===== src/rtl/cpu6_memarb.sv =====
// cpu6_memarb: one shared memory bus between instruction fetch and MEM-stage data.
// One transaction at a time; the owner gets a single-cycle done pulse.
module cpu6_memarb #(
  parameter int XLEN        = 32,
  parameter int MAX_DSTREAK = 2
) (
  input  logic            clk,
  input  logic            reset,
  input  logic            if_req,
  input  logic [XLEN-1:0] if_addr,
  output logic            if_done,
  output logic [XLEN-1:0] if_rdata,
  input  logic            d_req,
  input  logic            d_we,
  input  logic [XLEN-1:0] d_addr,
  input  logic [XLEN-1:0] d_wdata,
  output logic            d_done,
  output logic [XLEN-1:0] d_rdata,
  output logic            bus_req,
  output logic            bus_we,
  output logic [XLEN-1:0] bus_addr,
  output logic [XLEN-1:0] bus_wdata,
  input  logic            bus_ready,
  input  logic [XLEN-1:0] bus_rdata
);

  typedef enum logic [1:0] {
    IDLE  = 2'd0,
    BUS_I = 2'd1,
    BUS_D = 2'd2,
    DONE  = 2'd3
  } state_e;

  localparam logic [2:0] STREAK_MAX = 3'(MAX_DSTREAK);
  localparam logic [2:0] STREAK_SAT = 3'd7;

  state_e          state_r, nextState_s;
  logic [2:0]      dStreak_r, nextStreak_s;
  logic            busReq_r, nextBusReq_s;
  logic            busWe_r, nextBusWe_s;
  logic [XLEN-1:0] busAddr_r, nextBusAddr_s;
  logic [XLEN-1:0] busWdata_r, nextBusWdata_s;
  logic            ifDone_r, nextIfDone_s;
  logic            dDone_r, nextDDone_s;
  logic [XLEN-1:0] ifRdata_r, nextIfRdata_s;
  logic [XLEN-1:0] dRdata_r, nextDRdata_s;
  logic            dataWins_s;

  // Data goes first unless a waiting fetch has already sat out MAX_DSTREAK data grants.
  assign dataWins_s = d_req && !(if_req && (dStreak_r == STREAK_MAX));

  // Next-state, grant and capture logic; bus_ready only matters in the bus states.
  always_comb begin
    nextState_s    = state_r;
    nextStreak_s   = dStreak_r;
    nextBusReq_s   = busReq_r;
    nextBusWe_s    = busWe_r;
    nextBusAddr_s  = busAddr_r;
    nextBusWdata_s = busWdata_r;
    nextIfDone_s   = 1'b0;
    nextDDone_s    = 1'b0;
    nextIfRdata_s  = ifRdata_r;
    nextDRdata_s   = dRdata_r;
    case (state_r)
      IDLE: begin
        if (dataWins_s) begin
          nextState_s    = BUS_D;
          nextBusReq_s   = 1'b1;
          nextBusWe_s    = d_we;
          nextBusAddr_s  = d_addr;
          nextBusWdata_s = d_wdata;
          if (if_req) begin
            nextStreak_s = (dStreak_r == STREAK_SAT) ? dStreak_r : dStreak_r + 3'd1;
          end else begin
            nextStreak_s = 3'd0;
          end
        end else if (if_req) begin
          nextState_s    = BUS_I;
          nextBusReq_s   = 1'b1;
          nextBusWe_s    = 1'b0;
          nextBusAddr_s  = if_addr;
          nextBusWdata_s = {XLEN{1'b0}};
          nextStreak_s   = 3'd0;
        end else begin
          nextState_s = IDLE;
        end
      end
      BUS_I: begin
        if (bus_ready) begin
          nextState_s   = DONE;
          nextBusReq_s  = 1'b0;
          nextIfDone_s  = 1'b1;
          nextIfRdata_s = bus_rdata;
        end else begin
          nextState_s = BUS_I;
        end
      end
      BUS_D: begin
        if (bus_ready) begin
          nextState_s  = DONE;
          nextBusReq_s = 1'b0;
          nextDDone_s  = 1'b1;
          // A store leaves the last load result in place.
          if (!busWe_r) begin
            nextDRdata_s = bus_rdata;
          end else begin
            nextDRdata_s = dRdata_r;
          end
        end else begin
          nextState_s = BUS_D;
        end
      end
      DONE: begin
        nextState_s = IDLE;
      end
      default: begin
        nextState_s  = IDLE;
        nextBusReq_s = 1'b0;
      end
    endcase
  end

  // State and all registered outputs; reset also drops any transaction in flight.
  always_ff @(posedge clk) begin
    if (reset) begin
      state_r    <= IDLE;
      dStreak_r  <= 3'd0;
      busReq_r   <= 1'b0;
      busWe_r    <= 1'b0;
      busAddr_r  <= {XLEN{1'b0}};
      busWdata_r <= {XLEN{1'b0}};
      ifDone_r   <= 1'b0;
      dDone_r    <= 1'b0;
      ifRdata_r  <= {XLEN{1'b0}};
      dRdata_r   <= {XLEN{1'b0}};
    end else begin
      state_r    <= nextState_s;
      dStreak_r  <= nextStreak_s;
      busReq_r   <= nextBusReq_s;
      busWe_r    <= nextBusWe_s;
      busAddr_r  <= nextBusAddr_s;
      busWdata_r <= nextBusWdata_s;
      ifDone_r   <= nextIfDone_s;
      dDone_r    <= nextDDone_s;
      ifRdata_r  <= nextIfRdata_s;
      dRdata_r   <= nextDRdata_s;
    end
  end

  assign bus_req   = busReq_r;
  assign bus_we    = busWe_r;
  assign bus_addr  = busAddr_r;
  assign bus_wdata = busWdata_r;
  assign if_done   = ifDone_r;
  assign d_done    = dDone_r;
  assign if_rdata  = ifRdata_r;
  assign d_rdata   = dRdata_r;

endmodule


===== config.mk =====
export PLATFORM = sky130hd
export DESIGN_NAME = cpu6_memarb
export DESIGN_NICKNAME = d
export VERILOG_FILES = /design/src/rtl/cpu6_memarb.sv
export SDC_FILE = /design/constraint.sdc
export NUM_CORES = 1
export LEC_CHECK = 0
export ABC_AREA = 1
export CAP_MARGIN = 20
export CELL_PAD_IN_SITES_DETAIL_PLACEMENT = 1
export CELL_PAD_IN_SITES_GLOBAL_PLACEMENT = 1
export CORE_MARGIN = 5
export CORE_UTILIZATION = 29
export DETAILED_ROUTE_END_ITERATION = 8
export PLACE_DENSITY = 0.77
export SLEW_MARGIN = 20
export SYNTH_ARGS = -nofsm -noshare
export SYNTH_HDL_FRONTEND = slang
export SYNTH_SLANG_ARGS = --single-unit

===== constraint.sdc =====
create_clock -name clk -period 1.7 [get_ports clk]
set_input_delay 0.255 -clock clk [delete_from_list [all_inputs] [get_ports clk]]
set_output_delay 0.255 -clock clk [all_outputs]
set_load 0.005 [all_outputs]

==> results.yml <==
flow_run:
  maxCapViolCount: 0
clock_tree:
  cts-resized-gates: 0
  clockRootBuffer: "clkbuf_16"
  worstSkewPairLatency_ns: 0.41
  cts_tree: "done"
  cts_sinks: 137
  clkTransAtPathRegs_ns: 0.06
  post_cts_buffers: 0
  cts_made_buffers: 17
  htree_num_levels: 4
  clockBufferDepth: 2
  hold_buffers: 0
hold_path:
  hold_end: "bus_wdata[26]"
  hold_depth: 5
  hold_path_class: "in2reg"
  hp-start: "d_req"
sta:
  worstMarginPinSlew_ns: 0.381
  setup_ws_ns: 0.0711
  fmax_mhz: 614
  rsz0062_at_grt: "false"
  fin_crit_ns: 1.63
  max_slew_margin_pct: 74.6
  slew_viol_final: 0
  hold_viol: 0
  holdWs_ns: 0.417
  fin_crit_sh_pct: 95.8
  setup_viol: 0
  setup_tns_ns: 0
  fin_skew_ns: 0.00982
finish:
  final_common_cell: "clkdlybuf4s50_1"
  area_growth_pct: 60.4
  final_cell_mix: "264 x clkdlybuf4s50_1, 199 x nor2_1, 137 x dfxtp_1"
  drive_above_1_share_pct: 8.95
  fin_nets: 1191
  fillers: 2429
  num_antenna_cells: 0
route:
  ant_nets: 0
  wl_per_cell_um: 15.6
  dr.first_iter.drc_count: 262
  wl_um: 20800
  route.detailed.drc: 0
  drtPass1Iterations: 4
  num_vias: 6087
  viasPerCell: 4.57
worst_setup_path:
  critical_path_class: "reg2out"
  worstSetupStartpointType: "flip-flop"
  path_cells: "clkdlybuf4s50_1"
  slowest_delay_ns: 0.57
  cp.depth: 1
  r2r_setup_slack_ns: 0.18
  critPathTopFamily: "buffers and inverters"
  worstPathArrival_ns: 1.37
  regToRegStartpoint: "state_r[0]"
  worstPathRequired_ns: 1.44
  critPathMaxFanout: 3
  end_kind: "output port"
  slowest_stage: "clkdlybuf4s50_1"
  r2r-end: "bus_wdata[5]"
  reg2regPathDepth: 8
  critPathBufInv: 1
global_route:
  grt_first_pass_wirelength_um: 33300
  grt_pass1_vias: 6092
  gr-usage-all-layers_pct: 17.5
  gr-total-overflow: 0
  antenna_found_initial: 1
  grt_max_degree: 78
logic_synthesis:
  syn_area_mm2: 0.00592
  syn_avg_cell_area_um2: 7.40
  yosys.area.top_type: "dfxtp_1"
  yosysTopAreaCellShare_pct: 46.3
  synth_cells: 800
  synth_warnings: 0
  synthTopCellsByArea: "dfxtp_1 46%, nor2_1 13%, nand3_1 8.7%, o211ai_2 7.0%, nand2_1 6.7%"
  synth_ff_type: "dfxtp_1"
  yosysSeqAreaShare_pct: 46.3
  ys_ff_latch: 137
  synthArstFlopShare_pct: 0
  synthesis.nets: 942
  synth-edff-count: 0
  yosysUniqueCellTypes: 22
floorplan:
  die-area_mm2: 0.0234
  start_util_pct: 29.4
  rows: 52
  die_h_um: 153
  fp.dieW_um: 153
  pin_count: 266
  coreArea_mm2: 0.0202
pwr:
  p_switching_mw: 3.03
  power_leakage_nw: 4.28
  comb_power_share_pct: 25.6
  p_per_area_mw_per_mm2: 1080
  swShare_pct: 29.6
  ir_drop_v: 0.000754
  p_clk_share_pct: 37.2
  pwr-share-seq_pct: 37.2
  intPower_mw: 7.22
placement:
  portBuffers: 265
  post-place-ws_ns: 0.0177
  dp_hpwl_um: 15200
  gp_congestion: 0.736
run_status:
  status: "completed"
-- cell usage after synthesis (4+ instances only) --
cell	count
a21oi_1	4
inv_1	74
nor2_1	200
dfxtp_1	137
clkbuf_1	26
buf_1	5
buf_6	7
nand2_1	106
ha_1	8
o21ai_0	64
buf_2	18
o211ai_2	33
nand3_1	103
-- cell type report --
cell class	count	area (um^2)	share of cell area [%]
flip-flops and latches	137	2740	28.9
inverters	76	289	3.04
repair buffers	289	2940	30.9
clock inverters	15	178	1.87
clock buffers	17	425	4.48
multi-input cells	528	2590	27.3
well taps	270	338	3.55
-- flip-flops by register name, indices dropped and copies added (netlist names) --
register and flops:
d_rdata 32, bus_wdata 32, dStreak_r 3, bus_we 1
if_done 1, bus_addr 32, d_done 1, if_rdata 32
bus_req 1, state_r 2
-- kinds of logic after synthesis --
group                    synth area share (%)
AND/OR/NAND/NOR                          28.9
flip-flops                               46.3
buffers and inverters                    10.0
AO/OA/AOI/OAI                            13.1
adder cells (fa/ha/maj)                  1.69
-- metrics by stage --
step	util [%]	power (mW)	std cells	area, um^2
floorplan	-	5.09	800	5920
global placement	44.1	6.48	1300	8900
detailed placement	44.1	6.56	1300	8900
CTS	47.1	10.4	1332	9500
global route	47.1	10.8	1332	9500
finish	47.1	10.3	1332	9500
-- how the worst max path moves through the flow --
stage	slack (ns)	to	start
after floorplan	0.34	d_rdata[10]	state_r[0]
after global placement	0.05	bus_addr[28]	if_req
after detailed placement	0.02	bus_wdata[5]	if_req
after CTS	0.02	bus_we	bus_we
after global routing	0.007	bus_we	bus_we
final	0.07	bus_we	bus_we
-- per-layer routing --
metal | global-route usage (%) | vias up | wire length [um]
met3 | 5.34 | 13 | 1270
met5 | 0 | - | 11
met1 | 21.3 | 2857 | 8900
li1 | - | 3053 | -
met4 | 4.07 | 2 | 179
met2 | 30.3 | 162 | 10400
-- power groups by stage --
stage / Combinational [mW] / Sequential (mW) / Clock, mW
after floorplan: 1.18 / 3.90 / 0
after global placement: 2.61 / 3.87 / 0
after detailed placement: 2.66 / 3.89 / 0
after CTS: 2.68 / 3.83 / 3.93
after global routing: 2.90 / 3.88 / 4.08
final: 2.62 / 3.82 / 3.82
No activity file was read; power rests on OpenSTA's default activity.
